===== src/rtl/b2_mux_4_1_rr.sv =====
// 4:1 round-robin valid/ready merge into a one-entry output register; 1-cycle latency, inputs stall while the
// held beat is not taken. Optional per-channel accepted-beat counters are built only under B2_MUX_STATS_EN.
module b2_mux_4_1_rr #(
  parameter int DW = 8
) (
  input  logic          clk,
  input  logic          rst_n,
  input  logic [DW-1:0] din0,
  input  logic [DW-1:0] din1,
  input  logic [DW-1:0] din2,
  input  logic [DW-1:0] din3,
  input  logic [3:0]    din_valid,
  output logic [3:0]    din_ready,
  output logic [DW-1:0] dout,
  output logic          dout_valid,
  input  logic          dout_ready,
  output logic [1:0]    dout_sel,
  output logic [7:0]    cnt0,
  output logic [7:0]    cnt1,
  output logic [7:0]    cnt2,
  output logic [7:0]    cnt3
);

  typedef enum logic {EMPTY = 1'b0, FULL = 1'b1} state_t;

  state_t        state, state_nxt;
  logic [1:0]    ptr;
  logic          load;
  logic          gnt_any;
  logic [1:0]    gnt_idx;
  logic [DW-1:0] gnt_dat;

  // Lowest offset from ptr wins: iterate downwards so the last hit is the nearest channel.
  always_comb begin
    gnt_any = 1'b0;
    gnt_idx = ptr;
    for (int k = 3; k >= 0; k--) begin
      if (din_valid[ptr + 2'(k)]) begin
        gnt_any = 1'b1;
        gnt_idx = ptr + 2'(k);
      end
    end
  end

  always_comb begin
    case (gnt_idx)
      2'd0:    gnt_dat = din0;
      2'd1:    gnt_dat = din1;
      2'd2:    gnt_dat = din2;
      default: gnt_dat = din3;
    endcase
  end

  always_comb begin
    state_nxt = state;
    load      = rst_n && ((state == EMPTY) || dout_ready);
    din_ready = 4'b0000;
    if (load) begin
      if (gnt_any) begin
        din_ready = 4'b0001 << gnt_idx;
        state_nxt = FULL;
      end else begin
        state_nxt = EMPTY;
      end
    end
  end

  always_ff @(posedge clk) begin
    if (!rst_n) begin
      state    <= EMPTY;
      dout     <= '0;
      dout_sel <= 2'd0;
      ptr      <= 2'd0;
    end else begin
      state <= state_nxt;
      if (load && gnt_any) begin
        dout     <= gnt_dat;
        dout_sel <= gnt_idx;
        ptr      <= gnt_idx + 2'd1;
      end
    end
  end

  assign dout_valid = (state == FULL);

`ifdef B2_MUX_STATS_EN
  logic [7:0] cnt_q [4];

  always_ff @(posedge clk) begin
    if (!rst_n) begin
      for (int i = 0; i < 4; i++) cnt_q[i] <= 8'd0;
    end else begin
      for (int i = 0; i < 4; i++) begin
        if (din_ready[i] && din_valid[i] && (cnt_q[i] != 8'hFF)) cnt_q[i] <= cnt_q[i] + 8'd1;
      end
    end
  end

  assign cnt0 = cnt_q[0];
  assign cnt1 = cnt_q[1];
  assign cnt2 = cnt_q[2];
  assign cnt3 = cnt_q[3];
`else
  assign cnt0 = 8'd0;
  assign cnt1 = 8'd0;
  assign cnt2 = 8'd0;
  assign cnt3 = 8'd0;
`endif

endmodule


===== config.mk =====
export PLATFORM = sky130hd
export DESIGN_NAME = b2_mux_4_1_rr
export DESIGN_NICKNAME = d
export VERILOG_FILES = /design/src/rtl/b2_mux_4_1_rr.sv
export SDC_FILE = /design/constraint.sdc
export NUM_CORES = 1
export LEC_CHECK = 0
export ABC_AREA = 1
export CORE_MARGIN = 4
export CORE_UTILIZATION = 40
export CTS_CLUSTER_DIAMETER = 80
export CTS_CLUSTER_SIZE = 20
export DETAILED_ROUTE_END_ITERATION = 10
export GPL_TIMING_DRIVEN = 1
export PLACE_DENSITY = 0.89
export SYNTH_ARGS = -nofsm -noshare
export SYNTH_HDL_FRONTEND = slang
export SYNTH_SLANG_ARGS = --single-unit

===== constraint.sdc =====
create_clock -name clk -period 5.3 [get_ports clk]
set_input_delay 1.06 -clock clk [delete_from_list [all_inputs] [get_ports clk]]
set_output_delay 1.06 -clock clk [all_outputs]
set_load 0.01 [all_outputs]

# Word-level counts from Yosys, hierarchy flattened
# Index checks and enable logic that the tools add are counted.
# totals
inputBits	39
output_inout_bits	47
regBits	13
elab_cells	40
# classes
shift	1
n_reduce_logical	4
bitwise	1
addsub	4
order_cmp	4
n_mux	20
eq_ne	2
# ops
operator	count
8-bit case mux with 3 select lines	1
2-bit by 3-bit less-than comparator with 1-bit output (second input constant)	4
1-bit 2-to-1 mux	9
1-bit binary-select mux with 2-bit select	4
2-bit 2-to-1 mux	4
4-bit 2-to-1 mux	2
2-bit by 1-bit adder with 2-bit output (second input constant)	2
2-bit adder (second input constant)	2
1-bit by 2-bit left shift with 4-bit output (first input constant)	1
2-bit by 1-bit == test with 1-bit output (second input constant)	1
2-bit == test (second input constant)	1
1-bit logical AND	2
2-bit logical NOT	1
1-bit logical OR	1
1-bit NOT	1

# Logic depth before layout (Yosys ltp)
# Gate-level depths: netlist of the first run.
# logic_depth
word_depth	10
depth_mapped	16
mapped_depth_nobuf	15

# Worst setup path before layout of the first run
# No wires, ideal clock.
# synth_path
path_type	input-to-output
from	input din_valid[1]
to	output din_ready[3]
stages	13
setup_slack_ns	1.999
required_time_ns	4.240
arrival_time_ns	2.241
path_cell_list	inv_1 > o21ai_2 > nand2_1 > nand2_1 > inv_1 > nand2_2 > nand3_4 > nand2_4 > buf_6 > inv_1 > nor2_1 > inv_1 > nor2_1
# synth_between
elab_chain_cells	9
# synth_rtl
item	line_no	text
start, declared	12	input logic [3:0] din_valid,
1-bit binary-select mux with 2-bit select	38	if (din_valid[ptr + 2'(k)]) begin
1-bit 2-to-1 mux (not written as such)	38	
2-bit 2-to-1 mux (4 in a row)	38	
1-bit by 2-bit left shift with 4-bit output	60	din_ready = 4'b0001 << gnt_idx;
4-bit 2-to-1 mux (*)	59	if (gnt_any) begin
4-bit 2-to-1 mux (*)	58	if (load) begin
end, declared	13	output logic [3:0] din_ready,
# Every way passes the cells marked *; elsewhere a longest branch is shown, timed or not. The select of a mux whose other input is x is not followed.

# Worst setup path in the final report of the first run
# layout_path
from	input din_valid[2]
to	output din_ready[3]
# The elaborated chain is that of the path after synthesis.

==> results of run 1 <==
## registers in the layout (all words and copies together) (netlist names)
register	flops
dout_valid	1
dout	8
ptr	2
dout_sel	2
## worst register-to-register path: cells and delay by family, from the launching register on
kind,cells,cell delay (ns)
compound gates,1,0.13
buf+inv,4,0.69
flops,1,0.63
simple gates,8,0.93
## power by group through the flow
stage / combinational, mW / sequential (mW) / clock [mW]
floorplan: 0.627 / 0.181 / 0
global placement: 0.751 / 0.179 / 0
detailed placement: 0.772 / 0.181 / 0
CTS: 0.775 / 0.179 / 0.0650
global route: 0.874 / 0.186 / 0.0701
finish: 0.776 / 0.178 / 0.0652
## path summary, 6_finish.rpt
kind	startpoint	to	slack [ns]	depth (start not counted)
setup / recovery	din_valid[2]	din_ready[3]	0.87	14
hold / removal	dout[3]	dout[3]	0.47	2
setup reg to reg	ptr[0]	dout[0]	2.84	13
hold reg to reg	dout[3]	dout[3]	0.47	2
## cell families (layout without fill, tap and decap cells)
kind of cell,Yosys count,in the layout,synth area share
compound gates,23,23,0.09498
simple gates,112,112,0.4237
buf+inv,66,85,0.2886
flops,13,13,0.1900
other cells,1,32,0.002737
## layer usage
metal,GRT usage,up-vias,wire [um]
met5,0,-,0
met4,0.04061,0,48
met3,0.03035,4,400
met2,0.2503,78,1687
met1,0.2028,582,1336
li1,-,729,-
## through the flow
step / area, sq um / cells
3_3_place_gp: 1785 / 305
2_1_floorplan: 1486 / 246
5_1_grt: 1812 / 309
6_report: 1812 / 309
4_1_cts: 1812 / 309
3_5_place_dp: 1785 / 305
## synthesized netlist by cell type
library cell  number
nor2_1             6
clkinv_1           2
nand3_2            4
nor3_1             2
nand3_1           16
nand4_1            8
dfxtp_1           13
nand3b_1           8
inv_1             18
nor2_2             1
nand2_1           56
buf_4             32
o21ai_2            1
o21ai_1            5
a21oi_1           10
nor2_4             1
o21bai_1           4
a31oi_1            1
conb_1             1
nand2_2            7
nand2_4            1
inv_2              7
buf_6              3
nand3_4            2
o21ai_0            2
buf_2              4
## final cells by class
type	count	area [sq um]	share of cell area
repair buffers	54	538.0	0.2970
flip-flops and latches	13	260.3	0.1436
multi-input cells	167	830.8	0.4586
well taps	44	55.05	0.03039
clock buffers	4	26.28	0.01450
inverters	27	101.3	0.05594
==> results.py, run 1 <==
metrics = {
    "status": {
        "outcome": "complete, no violations",
    },
    "timing": {
        "final.setup.worst_slack_ns": 0.8689,
        "fin_crit_ns": 4.431,
        "fin_crit_sh": 0.8361,
        "finalHoldWorstSlack_ns": 0.4684,
        "grt_setup_unrepaired": "no",
        "finalHoldViolCount": 0,
        "setup_viol": 0,
        "clock.fmax_ghz": 0.2257,
        "fin_setup_tns_ns": 0,
        "skew_ns": 0.008828,
        "report.final.slew_viol_count": 0,
    },
    "power_and_ir_drop": {
        "leakagePower_nw": 0.8594,
        "p_switching_mw": 0.5491,
        "power.share.switching": 0.5388,
        "internal-power_mw": 0.4700,
        "power_density_nw_per_um2": 562.5,
        "irDropWorstVdd_mv": 0.3111,
        "power_frac_clock": 0.064,
        "total_power_mw": 1.019,
        "seqPwrFrac": 0.175,
        "power.share.combinational": 0.761,
    },
    "floorplanning": {
        "ios": 86,
        "core_sq_um": 3153,
        "die_x_um": 66.53,
        "rows": 20,
        "start_util": 0.4345,
        "die_h_um": 66.53,
        "die_area_sq_um": 4426,
    },
    "setup_path": {
        "cp_slowest_stage_delay_ns": 0.55,
        "crit_fanout": 25,
        "critPathBufInv": 5,
        "crit_path_end_kind": "output pin",
        "cpMostUsedCell": "inv_1",
        "arrival_ns": 3.37,
        "crit_type": "primary input to output pin",
        "crit_family": "buffers and inverters",
        "critPathSlowestCell": "clkdlybuf4s50_1",
        "path_cells": "clkdlybuf4s50_1 -> inv_1 -> nand2_1 -> nand3_2 -> nand2_2 -> nor2_4 -> nand2_1 -> nand3_4 -> nand2_4 -> inv_1 -> nor2_1 -> inv_1 -> nor2_1 -> clkdlybuf4s50_1",
        "required_ns": 4.24,
        "critPathLaunchType": "primary input",
    },
    "detailed_routing": {
        "initialDrtViolationCount": 90,
        "wl_per_cell_um": 11.24,
        "dr.pass1.iters": 4,
        "wirelength_um": 3473,
        "vias": 1393,
        "route.detailed.drc": 0,
        "viasPerCell": 4.508,
        "drtAntennaViolNets": 0,
    },
    "logic_synthesis": {
        "synth.distinct_cells": 26,
        "yosys_warnings": 0,
        "syn-instance-count": 215,
        "synth_area_sq_um": 1370,
        "syn_avg_cell_area_sq_um": 6.372,
        "synth_area_leader_cell": "dfxtp_1",
        "synth_area_leaders": "dfxtp_1 19%, buf_4 18%, nand2_1 15%",
        "synth_top_area_share": 0.1900,
        "ys_seq_area_frac": 0.1900,
        "ys_ff_latch": 13,
    },
    "global_routing": {
        "grt_max_degree": 26,
        "grtUsageTotal": 0.1529,
        "grt_first_pass_wirelength_um": 5326,
        "antenna_found_initial": 0,
        "grt_pass1_vias": 1181,
        "gr-total-overflow": 0,
    },
    "cells_and_area": {
        "drive_above_1_share": 0.1057,
        "area_growth_pct": 32.24,
        "final_cell_mix": "56 x nand2_1, 53 x clkdlybuf4s50_1, 32 x conb_1, 18 x inv_1, 16 x nand3_1",
        "fin_util": 0.5746,
        "layout_commonest_cell": "nand2_1",
        "fill_cells": 298,
        "finalNetCount": 305,
        "insertedDiodeCount": 0,
    },
    "clock_network": {
        "cts_tree": "yes",
        "clk-insertion-delay-late_ns": 0.27,
        "clockBufferDepth": 2,
        "cts-htree-levels": 1,
        "cts_hold_buf": 0,
        "post_cts_buffers": 0,
        "cts_num_sinks": 13,
        "cts_buffers": 3,
        "cts.clk_slew.worst_paths_ns": 0.10,
        "post_cts_resized": 0,
        "root_buffer": "clkbuf_4",
    },
    "run": {
        "maxCapViolations": 0,
    },
    "placed_design": {
        "dpl_worst_slack_ns": 0.8855,
        "portBuffers": 53,
        "hpwl_um": 2842,
        "place_congestion": 0.8937,
    },
    "min_path": {
        "hp-class": "flop to flop",
    },
}
No activity file was read; power rests on OpenSTA's default activity.
==> run 2, diff against run 1 <==
--- a/config.mk
+++ b/config.mk
@@ -7,12 +7,12 @@
 export LEC_CHECK = 0
 export ABC_AREA = 1
 export CORE_MARGIN = 4
-export CORE_UTILIZATION = 40
+export CORE_UTILIZATION = 37
 export CTS_CLUSTER_DIAMETER = 80
 export CTS_CLUSTER_SIZE = 20
 export DETAILED_ROUTE_END_ITERATION = 10
 export GPL_TIMING_DRIVEN = 1
-export PLACE_DENSITY = 0.89
+export PLACE_DENSITY = 0.83
 export SYNTH_ARGS = -nofsm -noshare
 export SYNTH_HDL_FRONTEND = slang
 export SYNTH_SLANG_ARGS = --single-unit
==> constraint.sdc (replaced) <==
create_clock -name clk -period 4.15 [get_ports clk]
set_input_delay 0.83 -clock clk [delete_from_list [all_inputs] [get_ports clk]]
set_output_delay 0.83 -clock clk [all_outputs]
set_load 0.01 [all_outputs]
==> results.py, run 2 (synthesis gave the netlist of run 1 again) <==
metrics = {
    "detailed_routing": {
        "viasPerCell": 4.467,
        "dr.pass1.iters": 4,
        "initialDrtViolationCount": 110,
        "wl_per_cell_um": 10.93,
        "vias": 1407,
        "wirelength_um": 3442,
        "route.detailed.drc": 0,
        "drtAntennaViolNets": 0,
    },
    "cells_and_area": {
        "finalNetCount": 309,
        "layout_commonest_cell": "nand2_1",
        "top_register": "dout",
        "final_cell_mix": "56 x nand2_1, 53 x clkdlybuf4s50_1, 32 x conb_1, 18 x inv_1, 16 x nand3_1",
        "insertedDiodeCount": 0,
        "largestRegisters": "dout x8, dout_sel x2, ptr x2",
        "largest_reg_flops": 8,
        "multi_input_area_sq_um": 830.8,
        "drive_above_1_share": 0.1190,
        "fill_cells": 336,
        "regArea_sq_um": 260.3,
        "area_growth_pct": 35.98,
    },
    "power_and_ir_drop": {
        "irDropWorstVdd_mv": 0.3186,
        "power_density_nw_per_um2": 740.5,
        "leakagePower_nw": 0.8864,
    },
    "setup_path": {
        "r2r_cells": 12,
        "cpMostUsedCell": "inv_1",
        "r2r_end": "dout[0]",
        "path_cells": "clkdlybuf4s50_1 -> inv_1 -> nand2_1 -> nand3_2 -> nand2_2 -> inv_2 -> nand2_2 -> nand3_4 -> nand2_4 -> inv_1 -> nor2_1 -> inv_1 -> nor2_1 -> clkdlybuf4s50_1",
        "required_ns": 3.32,
        "cp_num_cells": 14,
        "crit_start": "din_valid[0]",
        "critPathLaunchType": "primary input",
        "worstSetupEndpoint": "din_ready[3]",
        "crit_path_end_kind": "output pin",
        "crit_family": "buffers and inverters",
        "critPathBufInv": 6,
        "crit_fanout": 13,
        "crit_type": "primary input to output pin",
        "worstReg2RegStart": "ptr[0]",
        "cp_slowest_stage_delay_ns": 0.54,
        "reg2reg_slack_ns": 1.85,
        "critPathSlowestCell": "clkdlybuf4s50_1",
        "arrival_ns": 3.05,
    },
    "status": {
        "outcome": "complete, no violations",
    },
    "placed_design": {
        "portBuffers": 53,
        "dpl_worst_slack_ns": 0.3030,
        "hpwl_um": 2848,
        "place_congestion": 0.8432,
    },
    "timing": {
        "max_slew_margin": 0.6636,
        "skew_ns": 0.003098,
        "fin_setup_tns_ns": 0,
        "fin_crit_ns": 3.876,
        "fin_crit_sh": 0.9340,
        "report.final.slew_viol_count": 0,
        "clock.fmax_ghz": 0.2580,
        "final.setup.worst_slack_ns": 0.2738,
        "setup_viol": 0,
        "grt_setup_unrepaired": "no",
        "worst_pin_slew_ns": 0.5039,
        "finalHoldViolCount": 0,
    },
    "clock_network": {
        "clk-insertion-delay-late_ns": 0.24,
        "cts_tree": "yes",
        "cts.clk_slew.worst_paths_ns": 0.06,
        "cts_num_sinks": 13,
        "clockBufferDepth": 2,
        "post_cts_resized": 0,
        "cts_buffers": 3,
        "post_cts_buffers": 0,
        "root_buffer": "clkbuf_8",
        "cts_hold_buf": 0,
        "cts-htree-levels": 1,
    },
    "floorplanning": {
        "start_util": 0.3980,
        "die_h_um": 68.85,
        "core_sq_um": 3442,
        "die_x_um": 68.85,
        "die_area_sq_um": 4740,
        "rows": 21,
        "ios": 86,
    },
    "global_routing": {
        "gr-total-overflow": 0,
        "grtUsageTotal": 0.1437,
        "grt_pass1_vias": 1224,
        "antenna_found_initial": 0,
        "grt_max_degree": 18,
        "grt_first_pass_wirelength_um": 5161,
    },
    "min_path": {
        "hp-class": "flop to flop",
    },
    "run": {
        "maxCapViolations": 0,
    },
}
run 2: cell types whose count changed in the layout (fill, tap and decap cells not counted):
cell	delta
buf_4	+4
clkbuf_4	-3
clkbuf_8	+3
run 2: power by group:
group	total, mW	switching (mW)	internal [mW]
sequential	0.227	0.0494	0.178
clock	0.116	0.0486	0.0679
combinational	1.04	0.609	0.427
total	1.38	0.707	0.672
run 2: worst min path at each step:
stage / from / end / slack [ns] / depth (start not counted)
final: dout[0] / dout[0] / 0.46 / 2
after global routing: dout[0] / dout[0] / 0.49 / 2
after CTS: dout[2] / dout[2] / 0.47 / 2
after detailed placement: dout[4] / dout[4] / 0.46 / 2
after global placement: dout[1] / dout[1] / 0.45 / 2
after floorplan: dout[2] / dout[2] / 0.49 / 2
run 2: per-layer routing:
| layer | global-route usage | wire (um) | vias up |
|---|---|---|---|
| met5 | 0 | 0 | - |
| met4 | 0.02920 | 9 | 0 |
| met3 | 0.05186 | 344 | 2 |
| met2 | 0.2464 | 1668 | 61 |
| met1 | 0.1720 | 1419 | 615 |
| li1 | - | - | 729 |
run 2: worst register-to-register path: cells and delay by family (launching register included):
family	cells	cell delay, ns
buf+inv	4	0.68
simple gates	7	0.81
flops	1	0.63
compound gates	1	0.06
run 2: per-stage QoR:
| stage | power [mW] | area [sq um] | cells | hold slack (ns) | util |
|---|---|---|---|---|---|
| floorplan | 1.031 | 1486 | 246 | 0.4883 | - |
| global placement | 1.239 | 1818 | 311 | 0.4523 | 0.5282 |
| detailed placement | 1.262 | 1818 | 311 | 0.4579 | 0.5282 |
| CTS | 1.383 | 1863 | 315 | 0.4678 | 0.5413 |
| global route | 1.525 | 1863 | 315 | 0.4909 | 0.5413 |
| finish | 1.379 | 1863 | 315 | 0.4625 | 0.5413 |
run 2: cell type report:
class,instances,area share
clock buffers,4,0.02418
well taps,46,0.03089
multi-input cells,167,0.4459
repair buffers,58,0.3049
flip-flops and latches,13,0.1397
inverters,27,0.05440
==> variant 1: new RTL, flow settings as in run 2 <==
`DW`: 8 -> 6.
--- a/src/rtl/b2_mux_4_1_rr.sv
+++ b/src/rtl/b2_mux_4_1_rr.sv
@@ -2,5 +2,5 @@
 // held beat is not taken. Optional per-channel accepted-beat counters are built only under B2_MUX_STATS_EN.
 module b2_mux_4_1_rr #(
-  parameter int DW = 8
+  parameter int DW = 6
 ) (
   input  logic          clk,
Interface: changed (5 resized); port bits go from 86 to 76. The function was not compared with the original's and may differ.
==> variant 1 against run 2 <==
  * Routed wire length down 17%
  * Total power down 30%
  * Via count down 16%
  * Die area down 8.6%
  * First-iteration DRC count down 76%
  * Design area down 14%
  * Clock power down 37%
  * Worst setup slack better by 80 ps
  * Area after synthesis down 9.7%
  * Sequential cell count down 2
  * Critical path depth down 2
  * Critical path type unchanged
  * Highest routed layer unchanged
==> variant 1: results <==
[worst_setup_path]
critPathLaunchType = primary input
rr_worst_depth = 13
crit_start = din_valid[1]
slowest_delay_ps = 550
cp_max_fo = 9
cp.arrival_ps = 2970

[power_and_ir_drop]
ir_drop_mv = 0.3265
p_leak_nw = 0.7637

[clock_tree]
cts.clk_slew.worst_paths_ps = 70
cts_htree_levels = 1
clockRootBuffer = clkbuf_4
clock_path_buffers = 2
ctsResizeCount = 0
clk_latency_ps = 260

[outcome]
status = finished clean

[global_route]
grt_pass1_wl_mm = 4.436
grt-ovfl-total = 0
first_global_vias = 1008
grtUsageTotal = 0.1296
grt_max_degree = 19

[synth]
ys_top_cells_by_area = buf_4 20%, dfxtp_1 18%, nand2_1 15%
synth_seq_area_share = 0.1780
synth-compound-area-share = 0.1011
synthAdderAreaFrac = 0
ys.flop_type = dfxtp_1
synth-async-reset-ratio = 0
netlist_top_cells_count = 48 x nand2_1, 33 x buf_4, 14 x nand3_1, 13 x inv_1, 12 x inv_2
ys_types = 25

[place]
portBuffers = 43
gp_congestion = 0.8407
dp_hpwl_mm = 2.350

[routing]
drt_first_pass_iters = 4
viasPerCell = 4.279
drtIter0Drc = 26
routed_wl_mm = 2.840

[sta]
final.setup_skew_ps = 1.093

[layout]
fill_cells = 330
finalNetCount = 264
top_regs = dout x6, dout_sel x2, ptr x2
drive_above_1_share = 0.1681

[job]
maxCapViolCount = 0
-- variant 1: worst paths after layout --
check	slack (ps)	to
setup / recovery	350	din_ready[2]
hold / removal	470	dout[0]
setup reg to reg	1930	dout[4]
hold reg to reg	470	dout[0]
-- variant 1: routing by layer --
metal,GRT usage,share of wire,vias to the layer above
met4,0.04404,0.0046,0
met1,0.1512,0.40,510
met2,0.2240,0.51,45
met5,0,0,-
met3,0.03741,0.081,2
li1,-,-,624
-- variant 1: cell families (layout without fill, tap and decap cells) --
| family | after synthesis | count (layout) |
|---|---|---|
| buf+inv | 61 | 74 |
| simple gates | 96 | 96 |
| compound gates | 19 | 19 |
| flops | 11 | 11 |
| other cells | 1 | 32 |
-- variant 1: worst min-delay path: stages, from the launching register on --
cell     delay [ps]
dfxtp_1         310
nand2_1          60
a21oi_1          60
-- variant 1: where the power goes --
part,total (W),switching (W),internal (W)
combinational,0.000719,0.000432,0.000288
sequential,0.000179,0.0000351,0.000144
clock,0.0000727,0.0000355,0.0000372
-- variant 1: layout make-up --
type | count | area [µm²] | area share
flip-flops and latches | 11 | 220.2 | 0.1379
repair buffers | 45 | 445.4 | 0.2790
inverters | 25 | 93.84 | 0.05878
well taps | 44 | 55.05 | 0.03448
multi-input cells | 147 | 755.7 | 0.4734
clock buffers | 4 | 26.28 | 0.01646
-- variant 1: metrics by stage --
step / instance area (µm²) / hold WS, ps / util / cells / setup slack, ps
5_1_grt: 1597 / 496.1 / 0.5104 / 276 / 131.6
2_1_floorplan: 1354 / 488.3 / - / 219 / 1371
4_1_cts: 1597 / 470.8 / 0.5104 / 276 / 342.2
3_3_place_gp: 1570 / 455.2 / 0.5020 / 272 / 411.6
6_report: 1597 / 468.9 / 0.5104 / 276 / 354.3
3_5_place_dp: 1570 / 459.7 / 0.5020 / 272 / 336.0
==> variant 2: new RTL, settings of run 2 <==
Without the edit above. Build with the macro `B2_MUX_STATS_EN` defined.
--- a/src/rtl/b2_mux_4_1_rr.sv
+++ b/src/rtl/b2_mux_4_1_rr.sv
@@ -1,4 +1,6 @@
 // 4:1 round-robin valid/ready merge into a one-entry output register; 1-cycle latency, inputs stall while the
 // held beat is not taken. Optional per-channel accepted-beat counters are built only under B2_MUX_STATS_EN.
+`define B2_MUX_STATS_EN
+
 module b2_mux_4_1_rr #(
   parameter int DW = 8
Function: changed (Yosys sat finds a counterexample within 4 cycles, from zero or initial values and one cycle with rst_n low).
==> variant 2 against run 2 <==
  * Design area grew 98%
  * Worst setup slack lost 44 ps
  * Routed wire length grew 93%
  * Area after synthesis grew 92%
  * Sequential share of layout area grew 19 points
  * Total power grew 66%
  * Cell count grew 62%
  * Synthesized cell count grew 51%
  * Sequential cell count grew 32
  * Register-to-register slack lost 450 ps
  * Largest power group unchanged
==> variant 2: results <==
[place]
place_area_mm2 = 0.003577
gp_congestion = 0.8771
portBuffers = 85
dp_cells = 502
post-place-ws_ps = 246.0

[worst_setup_path]
cp.arrival_ps = 3090
cp_max_fo = 20
slowest_delay_ps = 570

[synth]
synth_enable_flop_cells = 32
synth_seq_area_share = 0.4650
ys_types = 29
ys.flop_type = edfxtp_1
ys_top_cells_by_area = edfxtp_1 37%, nand2_1 11%, dfxtp_1 9.9%
synthAdderAreaFrac = 0.01906
netlist_top_cells_count = 76 x nand2_1, 50 x nor2_1, 35 x nand3_1, 32 x edfxtp_1, 27 x inv_1
syn_inst = 324
synthXorXnorAreaFrac = 0.05002
synth-compound-area-share = 0.05574

[layout]
clkCellAreaFrac = 0.03249
nClkBuffers = 6
fill_cells = 646
multi_input_gates = 238
seq_area_frac = 0.3303
finalNetCount = 456
nonClockInverterCount = 34
drive_above_1_share = 0.09420
syn2layout_area_growth_pct = 40.78
seq_cells = 45
buffer_area_frac = 0.2382
top_regs = cnt_q x32, dout x8
buffers = 89
multi_input_area_mm2 = 0.001222

[global_route]
grtUsageTotal = 0.1573
grt_pass1_wl_mm = 10.87

[outcome]
status = finished clean

[sta]
worstMarginPinSlew_ps = 449.7
final.setup_skew_ps = 6.948

[routing]
wl_per_cell_um = 13.01
vias = 2503
drtIter0Drc = 143
viasPerCell = 4.908
drt_first_pass_iters = 5

[power_and_ir_drop]
p_comb_frac = 0.505
ir_drop_mv = 0.3018
powerClk_w = 0.000347
p_sw_frac = 0.4065
p_leak_nw = 1.490

[clock_tree]
numCtsBuffers = 5
clk_latency_ps = 300
cts.clk_slew.worst_paths_ps = 90

[floorplanning]
die_w_um = 92.25
## variant 2: cell types whose count changed in the layout (fill, tap and decap cells not counted), moves of 8 or more
cell and change:
nor2_1 +44, conb_1 -32, clkdlybuf4s50_1 +32, o21ai_0 +11
nand3_1 +19, edfxtp_1 +32, inv_1 +9, nand2_1 +20
nand3b_1 -8, xor2_1 +10
## variant 2: routing by layer
layer	vias up	wire, µm	share of wire	track usage
met2	130	2998	0.45	0.2488
met3	12	616	0.093	0.05250
met4	0	112	0.017	0.05446
met1	1116	2908	0.44	0.2009
met5	-	0	0	0
li1	1245	-	-	-
## variant 2: path summary, 6_finish.rpt
kind                     start           end  slack, ps  cells past startpoint
hold reg to reg        dout[6]       dout[6]        470                      2
setup reg to reg        ptr[0]   cnt_q[3][4]       1400                     14
setup / recovery  din_valid[3]  din_ready[3]        230                     12
hold / removal         dout[6]       dout[6]        470                      2
